<file path="src/rtl/instr_enc_pkg.sv">
// ----------------------------------------------------------------------------
// instr_enc_pkg
// Shared definitions for the instruction encoder / imem loader:
//   - instr_class_e : descriptor class codes (6 and 7 are invalid)
//   - OPC_*         : RV32I major opcodes, same set as the control decoder
//   - NOP_WORD      : addi x0, x0, 0, written in place of an invalid class
//   - enc_state_e   : loader FSM state
// ----------------------------------------------------------------------------
package instr_enc_pkg;

    typedef enum logic [2:0] {
        CLS_LOAD   = 3'd0,
        CLS_STORE  = 3'd1,
        CLS_RTYPE  = 3'd2,
        CLS_BRANCH = 3'd3,
        CLS_IALU   = 3'd4,
        CLS_JAL    = 3'd5
    } instr_class_e;

    localparam logic [6:0] OPC_LOAD   = 7'b0000011;
    localparam logic [6:0] OPC_STORE  = 7'b0100011;
    localparam logic [6:0] OPC_RTYPE  = 7'b0110011;
    localparam logic [6:0] OPC_BRANCH = 7'b1100011;
    localparam logic [6:0] OPC_IALU   = 7'b0010011;
    localparam logic [6:0] OPC_JAL    = 7'b1101111;

    localparam logic [31:0] NOP_WORD = 32'h0000_0013;

    typedef enum logic [1:0] {
        ST_IDLE,
        ST_LOAD,
        ST_DRAIN,
        ST_DONE
    } enc_state_e;

endpackage

</file>
<file path="src/rtl/instr_encoder_if.sv">
// ----------------------------------------------------------------------------
// instr_encoder_if
// Bundles the descriptor input channel (valid/ready) and the instruction
// memory write channel (we/ready) of the encoder.
//   modport slave  : the encoder (consumes descriptors, drives imem writes)
//   modport master : the environment (produces descriptors, accepts writes)
// Parameter ADDR_W: instruction memory word-address width.
// ----------------------------------------------------------------------------
interface instr_encoder_if #(
    parameter int ADDR_W = 8
);
    logic              in_valid;
    logic              in_ready;
    logic [2:0]        in_class;
    logic [4:0]        in_rd;
    logic [4:0]        in_rs1;
    logic [4:0]        in_rs2;
    logic [2:0]        in_funct3;
    logic              in_funct7b5;
    logic [20:0]       in_imm;
    logic              in_last;

    logic              imem_we;
    logic              imem_ready;
    logic [ADDR_W-1:0] imem_addr;
    logic [31:0]       imem_wdata;

    modport slave (
        input  in_valid, in_class, in_rd, in_rs1, in_rs2, in_funct3,
               in_funct7b5, in_imm, in_last, imem_ready,
        output in_ready, imem_we, imem_addr, imem_wdata
    );

    modport master (
        output in_valid, in_class, in_rd, in_rs1, in_rs2, in_funct3,
               in_funct7b5, in_imm, in_last, imem_ready,
        input  in_ready, imem_we, imem_addr, imem_wdata
    );
endinterface

</file>
<file path="src/rtl/instr_pack.sv">
// ----------------------------------------------------------------------------
// instr_pack
// Combinational field packer: descriptor class + fields -> RV32I word.
// Optional feature macro: ENC_RANGE_CHECK_EN (flag immediates that do not
// fit the target format; otherwise they are silently truncated).
// Ports:
//   class_i, rd_i, rs1_i, rs2_i, funct3_i, funct7b5_i, imm_i : descriptor
//   word_o      : encoded instruction (NOP for an invalid class)
//   range_err_o : immediate out of range for its format
//   class_err_o : class code 6 or 7
// ----------------------------------------------------------------------------
module instr_pack
    import instr_enc_pkg::*;
(
    input  logic [2:0]  class_i,
    input  logic [4:0]  rd_i,
    input  logic [4:0]  rs1_i,
    input  logic [4:0]  rs2_i,
    input  logic [2:0]  funct3_i,
    input  logic        funct7b5_i,
    input  logic [20:0] imm_i,
    output logic [31:0] word_o,
    output logic        range_err_o,
    output logic        class_err_o
);

    logic fits12;   // imm representable in 12-bit signed
    logic fits13;   // imm representable in 13-bit signed
    logic imm_even;

`ifdef ENC_RANGE_CHECK_EN
    // All bits above the format's sign bit must replicate it.
    assign fits12   = (imm_i[20:11] == {10{imm_i[11]}});
    assign fits13   = (imm_i[20:12] == {9{imm_i[12]}});
    assign imm_even = ~imm_i[0];
`else
    assign fits12   = 1'b1;
    assign fits13   = 1'b1;
    assign imm_even = 1'b1;
    // Bit 0 never reaches a B/J encoding when it is not checked.
    logic imm_lsb_unused;
    assign imm_lsb_unused = imm_i[0];
`endif

    // NOTE: every output gets a default before the case, so no path through
    // the block leaves a value unassigned and no latch is inferred.
    always_comb begin
        word_o      = NOP_WORD;
        range_err_o = 1'b0;
        class_err_o = 1'b0;
        case (class_i)
            CLS_LOAD: begin
                word_o      = {imm_i[11:0], rs1_i, funct3_i, rd_i, OPC_LOAD};
                range_err_o = ~fits12;
            end
            CLS_STORE: begin
                word_o      = {imm_i[11:5], rs2_i, rs1_i, funct3_i, imm_i[4:0], OPC_STORE};
                range_err_o = ~fits12;
            end
            CLS_RTYPE: begin
                word_o = {1'b0, funct7b5_i, 5'b00000, rs2_i, rs1_i, funct3_i, rd_i, OPC_RTYPE};
            end
            CLS_BRANCH: begin
                word_o      = {imm_i[12], imm_i[10:5], rs2_i, rs1_i, funct3_i,
                               imm_i[4:1], imm_i[11], OPC_BRANCH};
                range_err_o = ~(fits13 & imm_even);
            end
            CLS_IALU: begin
                word_o      = {imm_i[11:0], rs1_i, funct3_i, rd_i, OPC_IALU};
                range_err_o = ~fits12;
            end
            CLS_JAL: begin
                // A 21-bit operand always spans -2^20..2^20-1; only parity matters.
                word_o      = {imm_i[20], imm_i[10:1], imm_i[11], imm_i[19:12], rd_i, OPC_JAL};
                range_err_o = ~imm_even;
            end
            default: begin
                class_err_o = 1'b1;
            end
        endcase
    end

endmodule

</file>
<file path="src/rtl/instr_encoder.sv">
// ----------------------------------------------------------------------------
// instr_encoder
// Streaming RV32I encoder and instruction-memory loader. Descriptors arrive
// on bus (valid/ready), are packed by instr_pack into a one-entry output
// register and written to consecutive word addresses from BASE_ADDR.
// Optional feature macro: ENC_RANGE_CHECK_EN (out-of-range immediates are
// handshaken but dropped and raise err).
// Parameters: ADDR_W (word-address width), BASE_ADDR (first address).
// Ports:
//   clk, rst_n  : clock, asynchronous active-low reset
//   start       : pulse, (re)starts a load from BASE_ADDR
//   bus         : descriptor input + imem write channel (slave modport)
//   done        : load complete, held until start
//   err         : sticky, invalid class / rejected immediate / overflow
//   ovf         : sticky, address space exhausted
//   instr_count : number of words written since start
// ----------------------------------------------------------------------------
module instr_encoder
    import instr_enc_pkg::*;
#(
    parameter int ADDR_W    = 8,
    parameter int BASE_ADDR = 0
) (
    input  logic            clk,
    input  logic            rst_n,
    input  logic            start,
    instr_encoder_if.slave  bus,
    output logic            done,
    output logic            err,
    output logic            ovf,
    output logic [ADDR_W:0] instr_count
);

    localparam logic [ADDR_W-1:0] BASE      = ADDR_W'(BASE_ADDR);
    localparam logic [ADDR_W-1:0] LAST_ADDR = {ADDR_W{1'b1}};

    enc_state_e        state_q, state_d;
    logic              full_q,  full_d;
    logic [31:0]       wdata_q, wdata_d;
    logic [ADDR_W-1:0] addr_q,  addr_d;
    logic [ADDR_W:0]   count_q, count_d;
    logic              err_q,   err_d;
    logic              ovf_q,   ovf_d;

    logic [31:0] packed_word;
    logic        range_err;
    logic        class_err;
    logic        accept;
    logic        wr_done;

    instr_pack u_pack (
        .class_i     (bus.in_class),
        .rd_i        (bus.in_rd),
        .rs1_i       (bus.in_rs1),
        .rs2_i       (bus.in_rs2),
        .funct3_i    (bus.in_funct3),
        .funct7b5_i  (bus.in_funct7b5),
        .imm_i       (bus.in_imm),
        .word_o      (packed_word),
        .range_err_o (range_err),
        .class_err_o (class_err)
    );

    // While the pending word occupies the last address, refilling the
    // register on its write would leave the new word with no address, so
    // the input stays closed until the overflow takes the FSM to DONE.
    assign bus.in_ready = (state_q == ST_LOAD) &&
                          (!full_q || (bus.imem_ready && (addr_q != LAST_ADDR)));

    assign accept  = bus.in_valid && bus.in_ready;
    assign wr_done = full_q && bus.imem_ready;

    always_comb begin
        state_d = state_q;
        full_d  = full_q;
        wdata_d = wdata_q;
        addr_d  = addr_q;
        count_d = count_q;
        err_d   = err_q;
        ovf_d   = ovf_q;

        if (start) begin
            // Restart drops any pending word and clears the run status.
            state_d = ST_LOAD;
            full_d  = 1'b0;
            addr_d  = BASE;
            count_d = '0;
            err_d   = 1'b0;
            ovf_d   = 1'b0;
        end else if (state_q == ST_LOAD || state_q == ST_DRAIN) begin
            if (wr_done) begin
                full_d  = 1'b0;
                count_d = count_q + (ADDR_W+1)'(1);
                if (addr_q == LAST_ADDR) begin
                    ovf_d   = 1'b1;
                    err_d   = 1'b1;
                    state_d = ST_DONE;
                end else begin
                    addr_d = addr_q + ADDR_W'(1);
                end
            end

            if (accept) begin
                if (!range_err) begin
                    full_d  = 1'b1;
                    wdata_d = packed_word;
                end
                if (range_err || class_err) begin
                    err_d = 1'b1;
                end
                if (bus.in_last) begin
                    state_d = ST_DRAIN;
                end
            end

            // Leave DRAIN as soon as the register is, or is becoming, empty
            // so done rises the cycle after the final write.
            if (state_q == ST_DRAIN && (!full_q || wr_done)) begin
                state_d = ST_DONE;
            end
        end
    end

    // NOTE: state registers use non-blocking assignments so every flop
    // samples the pre-edge values regardless of statement order.
    always_ff @(posedge clk or negedge rst_n) begin
        if (!rst_n) begin
            state_q <= ST_IDLE;
            full_q  <= 1'b0;
            wdata_q <= '0;
            addr_q  <= BASE;
            count_q <= '0;
            err_q   <= 1'b0;
            ovf_q   <= 1'b0;
        end else begin
            state_q <= state_d;
            full_q  <= full_d;
            wdata_q <= wdata_d;
            addr_q  <= addr_d;
            count_q <= count_d;
            err_q   <= err_d;
            ovf_q   <= ovf_d;
        end
    end

    assign bus.imem_we    = full_q;
    assign bus.imem_addr  = addr_q;
    assign bus.imem_wdata = wdata_q;
    assign done           = (state_q == ST_DONE);
    assign err            = err_q;
    assign ovf            = ovf_q;
    assign instr_count    = count_q;

endmodule
</file>
<file path="src/flat_wrapper.sv">
// flat-port wrapper written by rule: the top's interface ports become plain ports
module instr_encoder_flat import instr_enc_pkg::*;
#(
    parameter int ADDR_W    = 8,
    parameter int BASE_ADDR = 0
)
  (clk, rst_n, start, done, err, ovf, instr_count, bus_in_valid, bus_in_class, bus_in_rd, bus_in_rs1, bus_in_rs2, bus_in_funct3, bus_in_funct7b5, bus_in_imm, bus_in_last, bus_imem_ready, bus_in_ready, bus_imem_we, bus_imem_addr, bus_imem_wdata);
  instr_encoder_if #(.ADDR_W(ADDR_W)) bus_i ();
  input  logic clk;
  input  logic rst_n;
  input  logic start;
  output logic done;
  output logic err;
  output logic ovf;
  output logic [ADDR_W:0] instr_count;
  input wire logic [$bits(bus_i.in_valid)-1:0] bus_in_valid;
  input wire logic [$bits(bus_i.in_class)-1:0] bus_in_class;
  input wire logic [$bits(bus_i.in_rd)-1:0] bus_in_rd;
  input wire logic [$bits(bus_i.in_rs1)-1:0] bus_in_rs1;
  input wire logic [$bits(bus_i.in_rs2)-1:0] bus_in_rs2;
  input wire logic [$bits(bus_i.in_funct3)-1:0] bus_in_funct3;
  input wire logic [$bits(bus_i.in_funct7b5)-1:0] bus_in_funct7b5;
  input wire logic [$bits(bus_i.in_imm)-1:0] bus_in_imm;
  input wire logic [$bits(bus_i.in_last)-1:0] bus_in_last;
  input wire logic [$bits(bus_i.imem_ready)-1:0] bus_imem_ready;
  output wire logic [$bits(bus_i.in_ready)-1:0] bus_in_ready;
  output wire logic [$bits(bus_i.imem_we)-1:0] bus_imem_we;
  output wire logic [$bits(bus_i.imem_addr)-1:0] bus_imem_addr;
  output wire logic [$bits(bus_i.imem_wdata)-1:0] bus_imem_wdata;
  assign bus_i.in_valid = bus_in_valid;
  assign bus_i.in_class = bus_in_class;
  assign bus_i.in_rd = bus_in_rd;
  assign bus_i.in_rs1 = bus_in_rs1;
  assign bus_i.in_rs2 = bus_in_rs2;
  assign bus_i.in_funct3 = bus_in_funct3;
  assign bus_i.in_funct7b5 = bus_in_funct7b5;
  assign bus_i.in_imm = bus_in_imm;
  assign bus_i.in_last = bus_in_last;
  assign bus_i.imem_ready = bus_imem_ready;
  assign bus_in_ready = bus_i.in_ready;
  assign bus_imem_we = bus_i.imem_we;
  assign bus_imem_addr = bus_i.imem_addr;
  assign bus_imem_wdata = bus_i.imem_wdata;
  instr_encoder #(.ADDR_W(ADDR_W), .BASE_ADDR(BASE_ADDR)) u_core (.clk(clk), .rst_n(rst_n), .start(start), .bus(bus_i), .done(done), .err(err), .ovf(ovf), .instr_count(instr_count));
endmodule
</file>
<file path="config.mk">
export PLATFORM = sky130hd
export DESIGN_NAME = instr_encoder_flat
export DESIGN_NICKNAME = d
export VERILOG_FILES = /design/src/rtl/instr_enc_pkg.sv /design/src/rtl/instr_encoder_if.sv /design/src/rtl/instr_pack.sv /design/src/rtl/instr_encoder.sv /design/src/flat_wrapper.sv
export SDC_FILE = /design/constraint.sdc
export NUM_CORES = 1
export LEC_CHECK = 0
export ABC_AREA = 1
export CORE_ASPECT_RATIO = 1.75
export CORE_MARGIN = 1
export CORE_UTILIZATION = 35
export DETAILED_ROUTE_END_ITERATION = 16
export PLACE_DENSITY = 0.65
export SLEW_MARGIN = 20
export SYNTH_ARGS = -nofsm -noshare
export SYNTH_HDL_FRONTEND = slang
export SYNTH_SLANG_ARGS = --single-unit
</file>
<file path="constraint.sdc">
create_clock -name clk -period 4.6 [get_ports clk]
set_clock_uncertainty 0.2 [all_clocks]
set_input_delay 0.46 -clock clk [delete_from_list [all_inputs] [get_ports clk]]
set_output_delay 0.46 -clock clk [all_outputs]
set_load 0.05 [all_outputs]
</file>
# Yosys cells after proc, flatten, opt, wreduce, memory -nomap -nowiden
# Index checks and enable logic that the tools add are counted.
# totals
reg_bits	54
input_bits	49
word_cells	70
# op_classes
addsub	2
eq_ne	11
n_mux	29
bitwise_logic	1
reduce_logical	20
# ops
operator	n
one-hot mux 32 bit (6 select lines)	1
2-to-1 mux 8 bit	4
2-to-1 mux 9 bit	3
2-to-1 mux 1 bit	14
2-to-1 mux 2 bit	7
adder 9 x 1 -> 9 bit, second input constant	1
AND reduction 3 bit	3
adder 8 x 1 -> 8 bit, second input constant	1
== test 8 bit, second input constant	1
!= test 8 bit, second input constant	1
== test 3 x 2 -> 1 bit, second input constant	2
== test 3 bit, second input constant	2
nonzero test 2 bit	3
OR reduction 6 bit	1
logical AND 1 bit	5
== test 2 bit, second input constant	2
AND reduction 2 bit	2
== test 3 x 1 -> 1 bit, second input constant	1
logical NOT 3 bit	1
logical OR 1 bit	3
nonzero test 3 bit	1
== test 2 x 1 -> 1 bit, second input constant	1
!= test 2 bit, second input constant	1
logical NOT 1 bit	1
NOT 1 bit	1

# Logic depth before layout (Yosys ltp)
# Gate-level depths: netlist of run 1.
# depth
ltp_word	9
mapped_depth	10
depth_no_buf	9

# Cells and area by module
# A second synthesis of run 1 with hierarchy kept.
# unflattened
cells_unflattened	425
area_unflattened_um2	3223.1
# modules_own_cells
mod	n_inst	cells_per_inst	area_each_um2	seq_area_each_um2
instr_encoder	1	321	2732.6	1351.3
instr_pack	1	104	490.5	0.0

# Worst setup path after synthesis of run 1
# No wires, ideal clock.
# synth_path
path_kind	reg2out
start	register u_core.addr_q[1] (netlist: u_core.bus.imem_addr[1])
end	output port bus_in_ready
t_arrival_ps	1582
required_ps	3940
setup_slack_ps	2358
path_stages_with_launch	7
path_buffers	0
cell_sequence	dfrtp_1 > ha_1 > nand2_1 > nor2_4 > nand3_2 > nand2_1 > inv_1
# synth_between
elab_chain_cells	4
# synth_rtl
element	line_no	source
start: declaration	instr_encoder.sv:40	logic [ADDR_W-1:0] addr_q, addr_d;
start signal: assignment	instr_encoder.sv:139	addr_q <= addr_d;
!= test 8 bit	instr_encoder.sv:68	(!full_q || (bus.imem_ready && (addr_q != LAST_ADDR)));
logical AND 1 bit	instr_encoder.sv:68	
logical OR 1 bit	instr_encoder.sv:68	
logical AND 1 bit	instr_encoder.sv:67	assign bus.in_ready = (state_q == ST_LOAD) &&
end: declaration	flat_wrapper.sv:26	output wire logic [$bits(bus_i.in_ready)-1:0] bus_in_ready;
# Every way passes these cells.

# Final worst setup path of run 1
# layout_path
start	input port bus_imem_ready
end	output port bus_in_ready
# layout_between
elab_chain_cells	3
# layout_rtl
element	line_no	source
start: declaration	flat_wrapper.sv:25	input wire logic [$bits(bus_i.imem_ready)-1:0] bus_imem_ready;
logical AND 1 bit	instr_encoder.sv:68	
logical OR 1 bit	instr_encoder.sv:68	
logical AND 1 bit	instr_encoder.sv:67	
# Every way passes these cells.

==> results.yml, run 1 <==
power_and_ir_drop:
  power.density_nw_per_um2: 578
  ir_drop_uv: 255
  p_leak_nw: 1.97
placement:
  dp_hpwl_mm: 6.09
  place_congestion: 0.888
  port_buffers: 102
drt:
  drc_errors: 0
  drt_iter0_drc: 116
  first_pass_iters: 4
  ant_nets: 0
  routed_via_density: 5.00
  wl_per_cell_um: 13.5
  routed_wirelength_mm: 7.93
  num_vias: 2931
final_layout:
  layout_common_cells: "132 x nand2_1, 101 x clkdlybuf4s50_1, 52 x dfrtp_1"
  syn_to_final_growth_pct: 40.1
  nNetsFinal: 549
  final_common_cell: "nand2_1"
  antenna_cells: 0
  drive_gt1_frac: 0.0729
grt:
  grtUsageTotal: 0.190
  grt_pass1_wl_mm: 13.2
  grt_overflow_total: 0
  grt_max_degree: 53
  antenna_found_initial: 0
  grt_pass1_vias: 2944
synthesis:
  synth_area_um2: 2980
  synth_fp_nets: 454
  synth_cell_types: 32
  synth_seq_cells: 52
  syn_area_per_cell_um2: 7.44
  yosysWarnings: 0
  synth_cells: 400
  ys_seq_area_frac: 0.437
die:
  start_util: 0.360
  die-area_um2: 8890
  coreArea_um2: 8260
  die_w_um: 71.7
  fp-row-count: 44
  die_h_um: 124
  boundaryPins: 103
clocking:
  cts_hold_buf: 0
  htree_levels: 2
  clockBufferDepth: 2
  cts_tree: "done"
  cts_root_buf: "clkbuf_16"
  post-cts-setup-buffers: 0
  cts_resized: 0
  path_clk_slew_ns: 0.06
  clk_latency_ns: 0.29
  cts-buffers-inserted: 5
  cts.sink_count: 52
setup_path:
  worst_setup_path_start_kind: "input pin"
  worstPathArrival_ns: 2.22
  path_buf_inv: 4
  cpPeakStageDelay_ns: 0.79
  path_common_cell: "clkdlybuf4s50_1"
  slowest_stage: "clkdlybuf4s50_1"
  crit_chain: "clkdlybuf4s50_1, inv_2, a21boi_4, nand2_1, inv_1, clkdlybuf4s50_1"
  r2r_setup_slack_ns: 2.00
  crit_family: "buffers and inverters"
  worstPathRequired_ns: 3.94
  path_max_fanout: 4
  crit_path_end_kind: "output port"
  path_class: "in -> out"
timing:
  min_period_over_period: 0.626
  rsz0062_at_grt: "no"
  timing_hold_violations_final: 0
  setup_violations: 0
  slew_violations: 0
  timing.fmax_mhz: 348
  hold_slack_ns: 0.0779
  relSlewSlack: 0.555
  worst_pin_slew_ns: 0.668
  period_needed_ns: 2.88
  fin_tns_setup_ns: 0
hold_path:
  min-delay-path-class: "in -> async"
job:
  maxCapViolations: 0
outcome:
  status: "complete, no violations"
-- report_power, final --
group	internal [W]	switching [W]
combinational	0.000415	0.000885
sequential	0.000593	0.000104
clock	0.000251	0.000159
-- kinds of logic (layout without fill, tap and decap cells) --
family          count (synthesis)  count (layout)  share of synthesized area
flops                          52              52                      0.437
fa+ha+maj                       5               5                     0.0210
compound gates                 75              75                      0.140
simple gates                  211             211                      0.313
buf+inv                        57             151                     0.0895
-- path summary, 6_finish.rpt --
path                              startpoint                   endpoint  depth (start not counted)
max in group asynchronous              rst_n  u_core.bus.imem_wdata[11]                          2
hold reg to reg                   u_core.ovf                 u_core.ovf                          2
setup reg to reg           u_core.state_q[0]   u_core.bus.imem_wdata[3]                          8
setup / recovery              bus_imem_ready               bus_in_ready                          6
hold / removal                         rst_n    u_core.bus.imem_addr[3]                          2
min in group clk                  u_core.ovf                 u_core.ovf                          2
-- layer usage --
metal | vias to the layer above | track usage | part of all wire
met4 | 0 | 0.0980 | 0.034
met5 | - | 0 | 0
met3 | 20 | 0.0299 | 0.044
met1 | 1343 | 0.198 | 0.38
met2 | 95 | 0.360 | 0.54
li1 | 1473 | - | -
-- per-stage QoR --
step	power (W)	setup slack, ns	instances	area, um2	util
after floorplan	0.00161	2.36	400	2980	-
after global placement	0.00200	1.73	580	4010	0.486
after detailed placement	0.00202	1.68	580	4010	0.486
after CTS	0.00243	1.71	586	4170	0.505
after global routing	0.00255	1.63	586	4170	0.505
final	0.00241	1.72	586	4170	0.505
-- flip-flops by register name (all words and copies together) (netlist names) --
name and cells:
u_core.ovf 1, u_core.bus.imem_we 1, u_core.state_q 2, u_core.bus.imem_addr 8, u_core.instr_count 9, u_core.bus.imem_wdata 30, u_core.err 1
-- final cells by class --
cell class	instances	area [um2]
fillers	835	4090
multi-input cells	291	1410
flip-flops and latches	52	1300
repair buffers	105	1040
inverters	40	150
clock buffers	5	125
well taps	92	115
clock inverters	1	30.0
-- worst register-to-register path, cell delays in order, from the launching register on --
cell,delay [ns]
dfrtp_1,0.40
inv_1,0.07
ha_1,0.37
inv_1,0.16
nand4_4,0.36
nor2_2,0.46
buf_4,0.35
nand2_1,0.10
nand2_1,0.07
-- synth_stat cells --
| cell type | instances | area share |
|---|---|---|
| nand2_1 | 132 | 0.17 |
| dfrtp_1 | 52 | 0.44 |
| o21ai_0 | 48 | 0.081 |
| inv_1 | 37 | 0.047 |
| nor2_1 | 25 | 0.032 |
| nand3_1 | 18 | 0.030 |
| nand2_2 | 13 | 0.027 |
| o21ai_1 | 11 | 0.018 |
| nand4_1 | 8 | 0.017 |
| a21oi_1 | 7 | 0.012 |
| ha_1 | 5 | 0.021 |
| nor3_1 | 5 | 0.0084 |
| a22o_1 | 4 | 0.012 |
| buf_2 | 4 | 0.0067 |
| buf_4 | 4 | 0.010 |
| clkbuf_1 | 4 | 0.0050 |
| inv_2 | 3 | 0.0038 |
| nor2_2 | 3 | 0.0063 |
| buf_6 | 2 | 0.0076 |
| nor3_2 | 2 | 0.0067 |
| o21bai_1 | 2 | 0.0050 |
| a21boi_4 | 1 | 0.0063 |
| and2_1 | 1 | 0.0021 |
| buf_1 | 1 | 0.0013 |
| buf_12 | 1 | 0.0067 |
| clkbuf_2 | 1 | 0.0017 |
| nand3_2 | 1 | 0.0034 |
| nand3b_1 | 1 | 0.0025 |
| nand4_4 | 1 | 0.0071 |
| nor2_4 | 1 | 0.0038 |
| o211ai_1 | 1 | 0.0025 |
| o21ai_2 | 1 | 0.0029 |
No activity file was read; power rests on OpenSTA's default activity.
==> run 2: changes to the inputs <==
==> constraint.sdc (replaced) <==
create_clock -name clk -period 2.9 [get_ports clk]
set_clock_uncertainty 0.2 [all_clocks]
set_input_delay 0.29 -clock clk [delete_from_list [all_inputs] [get_ports clk]]
set_output_delay 0.29 -clock clk [all_outputs]
set_load 0.05 [all_outputs]
==> run 2 against run 1 <==
Against the previous run: clock-buffer cell count unchanged; sequential share of layout area is 0.11 points lower; worst setup slack got worse by 1.0 ns.
==> results.yml, run 2 (synthesis results as in run 1) <==
drt:
  drt_iter0_drc: 149
  ant_nets: 0
  routed_via_density: 4.99
  routed_wirelength_mm: 8.09
  first_pass_iters: 4
  drc_errors: 0
  num_vias: 2934
  wl_per_cell_um: 13.8
grt:
  antenna_found_initial: 0
  grt_pass1_vias: 2817
  grt_max_degree: 39
  grt_overflow_total: 0
  grt_pass1_wl_mm: 13.1
  grtUsageTotal: 0.190
timing:
  rsz0062_at_grt: "no"
  period_needed_ns: 2.21
  worst_pin_slew_ns: 0.873
  timing.fmax_mhz: 452
  slew_violations: 0
  fin_tns_setup_ns: 0
  setup_violations: 0
  timing_hold_violations_final: 0
  min_period_over_period: 0.763
  relSlewSlack: 0.418
power_and_ir_drop:
  power.density_nw_per_um2: 918
  power_frac_seq: 0.286
  ir_drop_uv: 478
  internal-power_w: 0.00200
  total_power_w: 0.00384
  p_clk_frac: 0.169
  power_frac_comb: 0.545
  p_leak_nw: 1.98
  p_sw_frac: 0.478
  p_sw_w: 0.00184
final_layout:
  stdcell_count: 588
  drive_gt1_frac: 0.0766
  largest_reg_flops: 30
  regArea_um2: 1300
  postLayoutCellArea_um2: 4180
  final_common_cell: "nand2_1"
  nNetsFinal: 551
  antenna_cells: 0
  multi_input_area_um2: 1410
  n_fill_cell: 802
  layout_common_cells: "132 x nand2_1, 100 x clkdlybuf4s50_1, 52 x dfrtp_1"
  syn_to_final_growth_pct: 40.6
clocking:
  htree_levels: 2
  cts_root_buf: "clkbuf_16"
  cts-buffers-inserted: 5
  clk_latency_ns: 0.29
  clockBufferDepth: 2
  post-cts-setup-buffers: 0
  cts_tree: "done"
  path_clk_slew_ns: 0.07
  cts_resized: 0
  cts.sink_count: 52
  cts_hold_buf: 1
placement:
  place_congestion: 0.863
  port_buffers: 102
  dp_hpwl_mm: 6.14
  placed_area_um2: 4020
  dp.cells: 581
setup_path:
  slowest_stage: "dfrtp_1"
  r2r_setup_slack_ns: 0.81
  path_common_cell: "nand2_1"
  r2r_end: "u_core.bus.imem_addr[4]"
  cpPeakStageDelay_ns: 0.40
  path_max_fanout: 5
  worstPathRequired_ns: 2.41
  crit_chain: "ha_1, nand2_1, nor2_4, nand3_2, nand2_1, inv_1, buf_4"
  path_class: "reg -> out"
  worst_setup_path_start_kind: "flip-flop"
  worstPathArrival_ns: 1.72
  r2r_cells: 8
  regToRegStartpoint: "u_core.state_q[0]"
  crit_path_end_kind: "output port"
hold_path:
  worstHoldStart: "u_core.bus.imem_wdata[18]"
  min-delay-path-class: "reg -> reg"
  worstHoldPathCells: 2
  min_delay_worst_endpoint: "u_core.bus.imem_wdata[18]"
die:
  die_h_um: 124
  start_util: 0.360
  coreArea_um2: 8260
  die_w_um: 71.7
  fp-row-count: 44
  die-area_um2: 8890
  boundaryPins: 103
outcome:
  status: "complete, no violations"
job:
  maxCapViolations: 0
[run 2: cell types whose count changed in the layout (fill, tap and decap cells not counted)]
cell             delta
buf_4               +2
clkdlybuf4s50_1     -1
dlygate4sd3_1       +1
[run 2: layout make-up]
type,instances,area share
multi-input combinational,291,0.337
inverter,40,0.0359
clock inverter,1,0.00718
tap,92,0.0275
sequential,52,0.311
clock buffer,5,0.0299
timing repair buffer,107,0.252
[run 2: layer usage]
metal  track usage  share of wire
met4        0.0833          0.026
met1         0.200           0.38
met2         0.361           0.55
met5             0              0
met3        0.0332          0.044
[run 2: worst max-delay path, delay by kind of cell, from the launching register on]
| kind | cells | cell delay (ns) |
|---|---|---|
| adders and majority gates | 1 | 0.29 |
| and+or+nand+nor | 4 | 0.49 |
| buffers and inverters | 2 | 0.26 |
| DFF | 1 | 0.40 |
[run 2: per-stage QoR]
| stage | util | hold WS, ns | worst slack [ns] |
|---|---|---|---|
| final | 0.507 | 0.278 | 0.688 |
| after floorplan | - | -0.206 | 0.760 |
| after global placement | 0.487 | 0.253 | 0.780 |
| after CTS | 0.507 | 0.287 | 0.668 |
| after global routing | 0.507 | 0.304 | 0.579 |
| after detailed placement | 0.487 | 0.264 | 0.733 |
[run 2: power groups by stage]
stage	registers, W	logic [W]	clock network [W]
floorplan	0.00177	0.000778	0
global placement	0.00111	0.00208	0
detailed placement	0.00111	0.00210	0
CTS	0.00110	0.00211	0.000668
global route	0.00113	0.00224	0.000688
finish	0.00110	0.00209	0.000650
[run 2: worst max path at each step]
stage | start | to | slack [ns] | cells past startpoint
3_5_place_dp | start | u_core.bus.imem_addr[5] | 0.73 | 7
6_report | u_core.bus.imem_addr[0] | bus_in_ready | 0.69 | 7
2_1_floorplan | u_core.bus.imem_addr[1] | u_core.bus.imem_we | 0.76 | 8
3_3_place_gp | start | u_core.bus.imem_addr[5] | 0.78 | 7
5_1_grt | u_core.bus.imem_addr[1] | bus_in_ready | 0.58 | 7
4_1_cts | u_core.bus.imem_addr[0] | bus_in_ready | 0.67 | 7
==> patch 1: new RTL, flow settings as in run 1 <==
Register the output `instr_count` once more, with the module's reset; this adds one clock of latency there. The other outputs are not delayed to match.
--- a/src/rtl/instr_encoder.sv
+++ b/src/rtl/instr_encoder.sv
@@ -151,3 +151,9 @@
     assign ovf            = ovf_q;
-    assign instr_count    = count_q;
+    always_ff @(posedge clk or negedge rst_n) begin
+        if (!rst_n) begin
+            instr_count <= '0;
+        end else begin
+            instr_count <= count_q;
+        end
+    end
 
Formal check against the unedited RTL: not equivalent (a bounded check fails within 4 cycles, from zero or initial values and one cycle with rst_n low).
==> patch 1 against run 1 <==
- register-to-register slack lost 0.10 ns
- sequential cell count is 9 higher
- synthesized cell count fell by 4.3%
- total power up 12%
- critical path depth increased by 1
- worst hold slack gained 0.0095 ns
- first-iteration DRC count up 41%
- cell area up 6.2%
- synthesized area grew 1.6%
- via count down 0.14%
- setup slack worse by 0.0066 ns
- wire length up 6.3%
- critical path type is now flop to output pin
- largest power group unchanged
==> patch 1: results (changes against run 1) <==
result of the run=finished, final reports clean; H-tree lvl count=3 (+1); clock input transition at the sequential cells of the worst setup and hold paths=0.05 ns; worst setup path class=flop to output pin; Worst Max-Slew Pin Slew=0.764 ns (+0.0962 ns); share of final-layout standard cells stronger than drive strength 1=5.73% (-1.6 points); Detail Placement HPWL=6.11 mm (+0.34%); detailed router's first-iteration violation count=164 (+41%); Diodes inserted=0 (unchanged); post-DR wirelength/cell=14.0 um (+3.2%); met1 Track Usage GR=21.4% (+1.7 points); via count of the first global-routing pass=2829 (-3.9%); sequential area share after synthesis=50.5% (+6.7 points); most instantiated cells after synthesis=142 x nand2_1, 61 x dfrtp_1, 37 x inv_1; cell area after placement=4100 um2 (+2.2%); Detailed Routing Iterations Pass 1=6 (+2); number of nets at the end of the flow=538 (-2.0%); register area=1530 um2 (+17%); number of vias after detailed routing=2927 (-0.14%); critical path peak fanout=5 (+1); cell at the root of the clock tree=clkbuf_16; reg-to-reg slack, setup=1.90 ns (-0.10 ns); critical path startpoint=u_core.bus.imem_addr[0]; top area cells in the synthesized netlist=dfrtp_1 50%, nand2_1 18%, o21ai_0 6.0%; count of yosys warnings during synthesis=0 (unchanged); GP Congestion=0.796 (-10%); GR met2 Demand/Resource=34.6% (-1.4 points); filler instances=791 (-5.3%); Leakage=2.15 nW (+8.9%); Total Routing Usage GR=19.5% (+0.55 points); global-route met3 utilization=5.56% (+2.6 points); number of buffers created by CTS=9 (+4); clock network latency to the later pin of the worst-skew pair=0.32 ns (+0.03 ns); pin count of the biggest net entering global routing=62 (+17%); wire length of the first global-routing pass=13.5 mm (+2.7%); maximum ir drop on the vdd rail=0.000361 V (+42%)
==> patch 1: cell types whose count changed after synthesis, sizes merged, moves of 2 or more <==
| cell | before | now |
|---|---|---|
| o21ai | 60 | 36 |
| o21bai | 2 | 0 |
| nand4 | 9 | 12 |
| a22o | 4 | 0 |
| nand3 | 19 | 24 |
| dfrtp | 52 | 61 |
| clkbuf | 5 | 2 |
| nor3 | 7 | 5 |
| a22oi | 0 | 4 |
| nor2 | 29 | 23 |
==> patch 1: final timing paths <==
path,end,cells after the start
max,bus_in_ready,7
min,u_core.bus.imem_wdata[17],2
max reg2reg,u_core.bus.imem_wdata[4],7
min reg2reg,u_core.instr_count[5],0
max in group asynchronous,u_core.instr_count[6],2
min in group clk,u_core.instr_count[5],0
==> patch 1: cell families after synthesis <==
family          after synthesis  share of synthesized area [%]
compound gates               53                           9.64
xor+xnor                      1                          0.290
fa+ha+maj                     5                           2.07
buf+inv                      53                           7.98
flops                        61                           50.5
simple gates                210                           29.6
==> patch 1: metal layers <==
layer	part of all wire, %	up-vias	wire [um]
met2	53	117	4450
met4	2.0	0	171
met5	0	-	0
li1	-	1431	-
met1	39	1365	3270
met3	6.4	14	543
==> patch 1: power breakdown <==
group          switching [W]  internal (W)
registers           0.000103      0.000682
logic               0.000812      0.000381
clock network       0.000225      0.000501
total                0.00114       0.00156
==> patch 1: stage by stage <==
stage	setup WS, ns	hold slack [ns]	power (W)	std cells
after floorplan	2.35	-0.0356	0.00159	383
after global placement	1.72	0.192	0.00198	588
after detailed placement	1.70	0.187	0.00199	588
after CTS	1.67	0.128	0.00274	604
after global routing	1.59	0.165	0.00284	604
final	1.72	0.0875	0.00270	604
==> patch 1: cell type report <==
| class | count | area share [%] |
|---|---|---|
| flip-flops and latches | 61 | 34.5 |
| multi-input cells | 269 | 28.4 |
| repair buffers | 103 | 23.1 |
| clock buffers | 12 | 5.79 |
| inverters | 40 | 3.39 |
| well taps | 115 | 3.25 |
| clock inverters | 4 | 1.58 |
==> patch 2: new RTL, settings of run 1 <==
Without the edit above. Add a define of `ENC_RANGE_CHECK_EN`.
--- a/src/rtl/instr_pack.sv
+++ b/src/rtl/instr_pack.sv
@@ -11,2 +11,4 @@
 // ----------------------------------------------------------------------------
+`define ENC_RANGE_CHECK_EN
+
 module instr_pack
Check against the original RTL: not equivalent (Yosys sat finds a counterexample within 4 cycles, from zero or initial values and one cycle with rst_n low).
==> patch 2 against run 1 <==
- wire length rose by 6.1%
- synthesized area up 2.4%
- sequential cell count unchanged
- synthesized cell count is 6.5% higher
- global-route usage rose by 0.53 points
- setup slack worse by 0.18 ns
- total power is 2.4% lower
- cell area is 4.4% higher
- critical endpoint is now u_core.bus.imem_wdata[24]
==> patch 2: results (changes against run 1) <==
result of the run=finished, final reports clean; number of max-cap violations=0 (unchanged); GP Congestion=0.915 (+3.0%); Total Routing Usage GR=19.5% (+0.53 points); count of yosys warnings during synthesis=0 (unchanged); top area cells in the synthesized netlist=dfrtp_1 43%, nand2_1 16%, nand4_1 6.6%; Leakage=2.05 nW (+4.2%); Net Count, Synth=480 (+5.7%); Detailed Routing Iterations Pass 1=4 (unchanged); cell at the root of the clock tree=clkbuf_16; share of synthesized registers carrying an async set or reset=100% (unchanged); setup bufs post-CTS=0 (unchanged); IO buf count=102 (unchanged); mux cell area share after synthesis=0% (unchanged); reg2reg start=u_core.bus.imem_addr[0]; post-DR wirelength/cell=13.2 um (-2.4%); crit path max-delay cell type=clkdlybuf4s50_1; most instantiated cells after synthesis=132 x nand2_1, 52 x dfrtp_1, 43 x nor2_1; top_reg_cell synth=dfrtp_1; detailed router's first-iteration violation count=154 (+33%); area fraction in compound gates after synthesis=9.15% (-4.8 points); number of setup violations in the final report=0 (unchanged); clock network latency to the later pin of the worst-skew pair=0.29 ns (about the same); maximum ir drop on the vdd rail=0.000276 V (+8.3%); CTS resizes=0 (unchanged); CP max stage delay=0.65 ns (-0.14 ns); endpoint arrival time on the critical path=3.03 ns (+0.81 ns); Detail Placement HPWL=6.60 mm (+8.3%); Diodes inserted=0 (unchanged); via count of the first global-routing pass=2928 (-0.54%); cell area after placement=4140 um2 (+3.1%); fraction of synthesized cell area in xor and xnor cells=1.44% (+1.4 points); adder-cell share of the synthesized area=2.05% (-0.049 points); CP top delay family=simple AND/OR/NAND/NOR gates; path category of the worst min-delay check=primary input to async pin; clock input transition at the sequential cells of the worst setup and hold paths=0.07 ns; number of flip-flops under the largest register name=30 (unchanged); critical path peak fanout=31 (+27); H-tree lvl count=2 (unchanged); initial antenna violation count=0 (unchanged); number of buffers between clock root and the deepest sink=2 (unchanged); number of nets at the end of the flow=575 (+4.7%); sequential area share after synthesis=42.7% (-1.0 points); number of vias after detailed routing=3094 (+5.6%); number of buffers created by CTS=5 (unchanged); wire length of the first global-routing pass=13.8 mm (+5.0%); Synth cell types=26 (-19%); pin count of the biggest net entering global routing=53 (unchanged); share of final-layout standard cells stronger than drive strength 1=4.60% (-2.7 points); reg2reg path depth=10 (+2); Relative slew margins=55.3% (-0.15 points); top-area cell type share of the netlist area=42.7% (-1.0 points); critical path startpoint=bus_in_class[1]
-- patch 2: changes by cell type after synthesis, sizes merged, moves of 5 or more --
cell / before / now
inv: 40 / 46
o21ai: 60 / 39
nor2: 29 / 45
nand3: 19 / 31
nand2: 145 / 133
nand4: 9 / 32
xor2: 0 / 5
-- patch 2: area by class of cell --
class | instances | area, um2
multi-input combinational | 310 | 1480
fill | 854 | 4020
clock buffer | 5 | 125
sequential | 52 | 1300
inverter | 47 | 176
timing repair buffer | 105 | 1040
clock inverter | 3 | 90.1
tap | 115 | 144
-- patch 2: per-layer routing --
metal  track usage (%)  wire length (um)  vias up
met4              8.65               247        0
met2              35.1              4550      111
met1              22.4              3260     1389
met3              2.42               354       15
met5                 0                 0        -
li1                  -                 -     1579
-- patch 2: path summary, 6_finish.rpt --
kind | end | slack (ns)
max | u_core.bus.imem_wdata[24] | 1.54
min | u_core.bus.imem_addr[4] | 0.07
max reg2reg | u_core.bus.imem_wdata[24] | 1.99
min reg2reg | u_core.bus.imem_wdata[18] | 0.27
max in group asynchronous | u_core.instr_count[8] | 3.66
min in group clk | u_core.bus.imem_wdata[18] | 0.27
-- patch 2: kinds of logic after synthesis --
kind of cell / Yosys count
AOI/OAI and AO/OA: 53
xor gates and xnor gates: 5
adders and majority gates: 5
buffers and inverters: 64
DFF: 52
and+or+nand+nor: 247
-- patch 2: power by group --
group / internal, W / switching, W / total [W]
logic: 0.000364 / 0.000774 / 0.00114
clock network: 0.000367 / 0.000165 / 0.000532
registers: 0.000586 / 0.0000950 / 0.000681
-- patch 2: stage by stage --
| stage | setup slack [ns] | utilization [%] | instances | hold WS [ns] |
|---|---|---|---|---|
| 2_1_floorplan | 2.44 | - | 426 | -0.0356 |
| 3_3_place_gp | 1.32 | 49.4 | 629 | 0.257 |
| 3_5_place_dp | 1.22 | 49.4 | 629 | 0.260 |
| 4_1_cts | 1.52 | 52.0 | 637 | 0.105 |
| 5_1_grt | 1.20 | 52.0 | 637 | 0.129 |
| 6_report | 1.54 | 52.0 | 637 | 0.0744 |
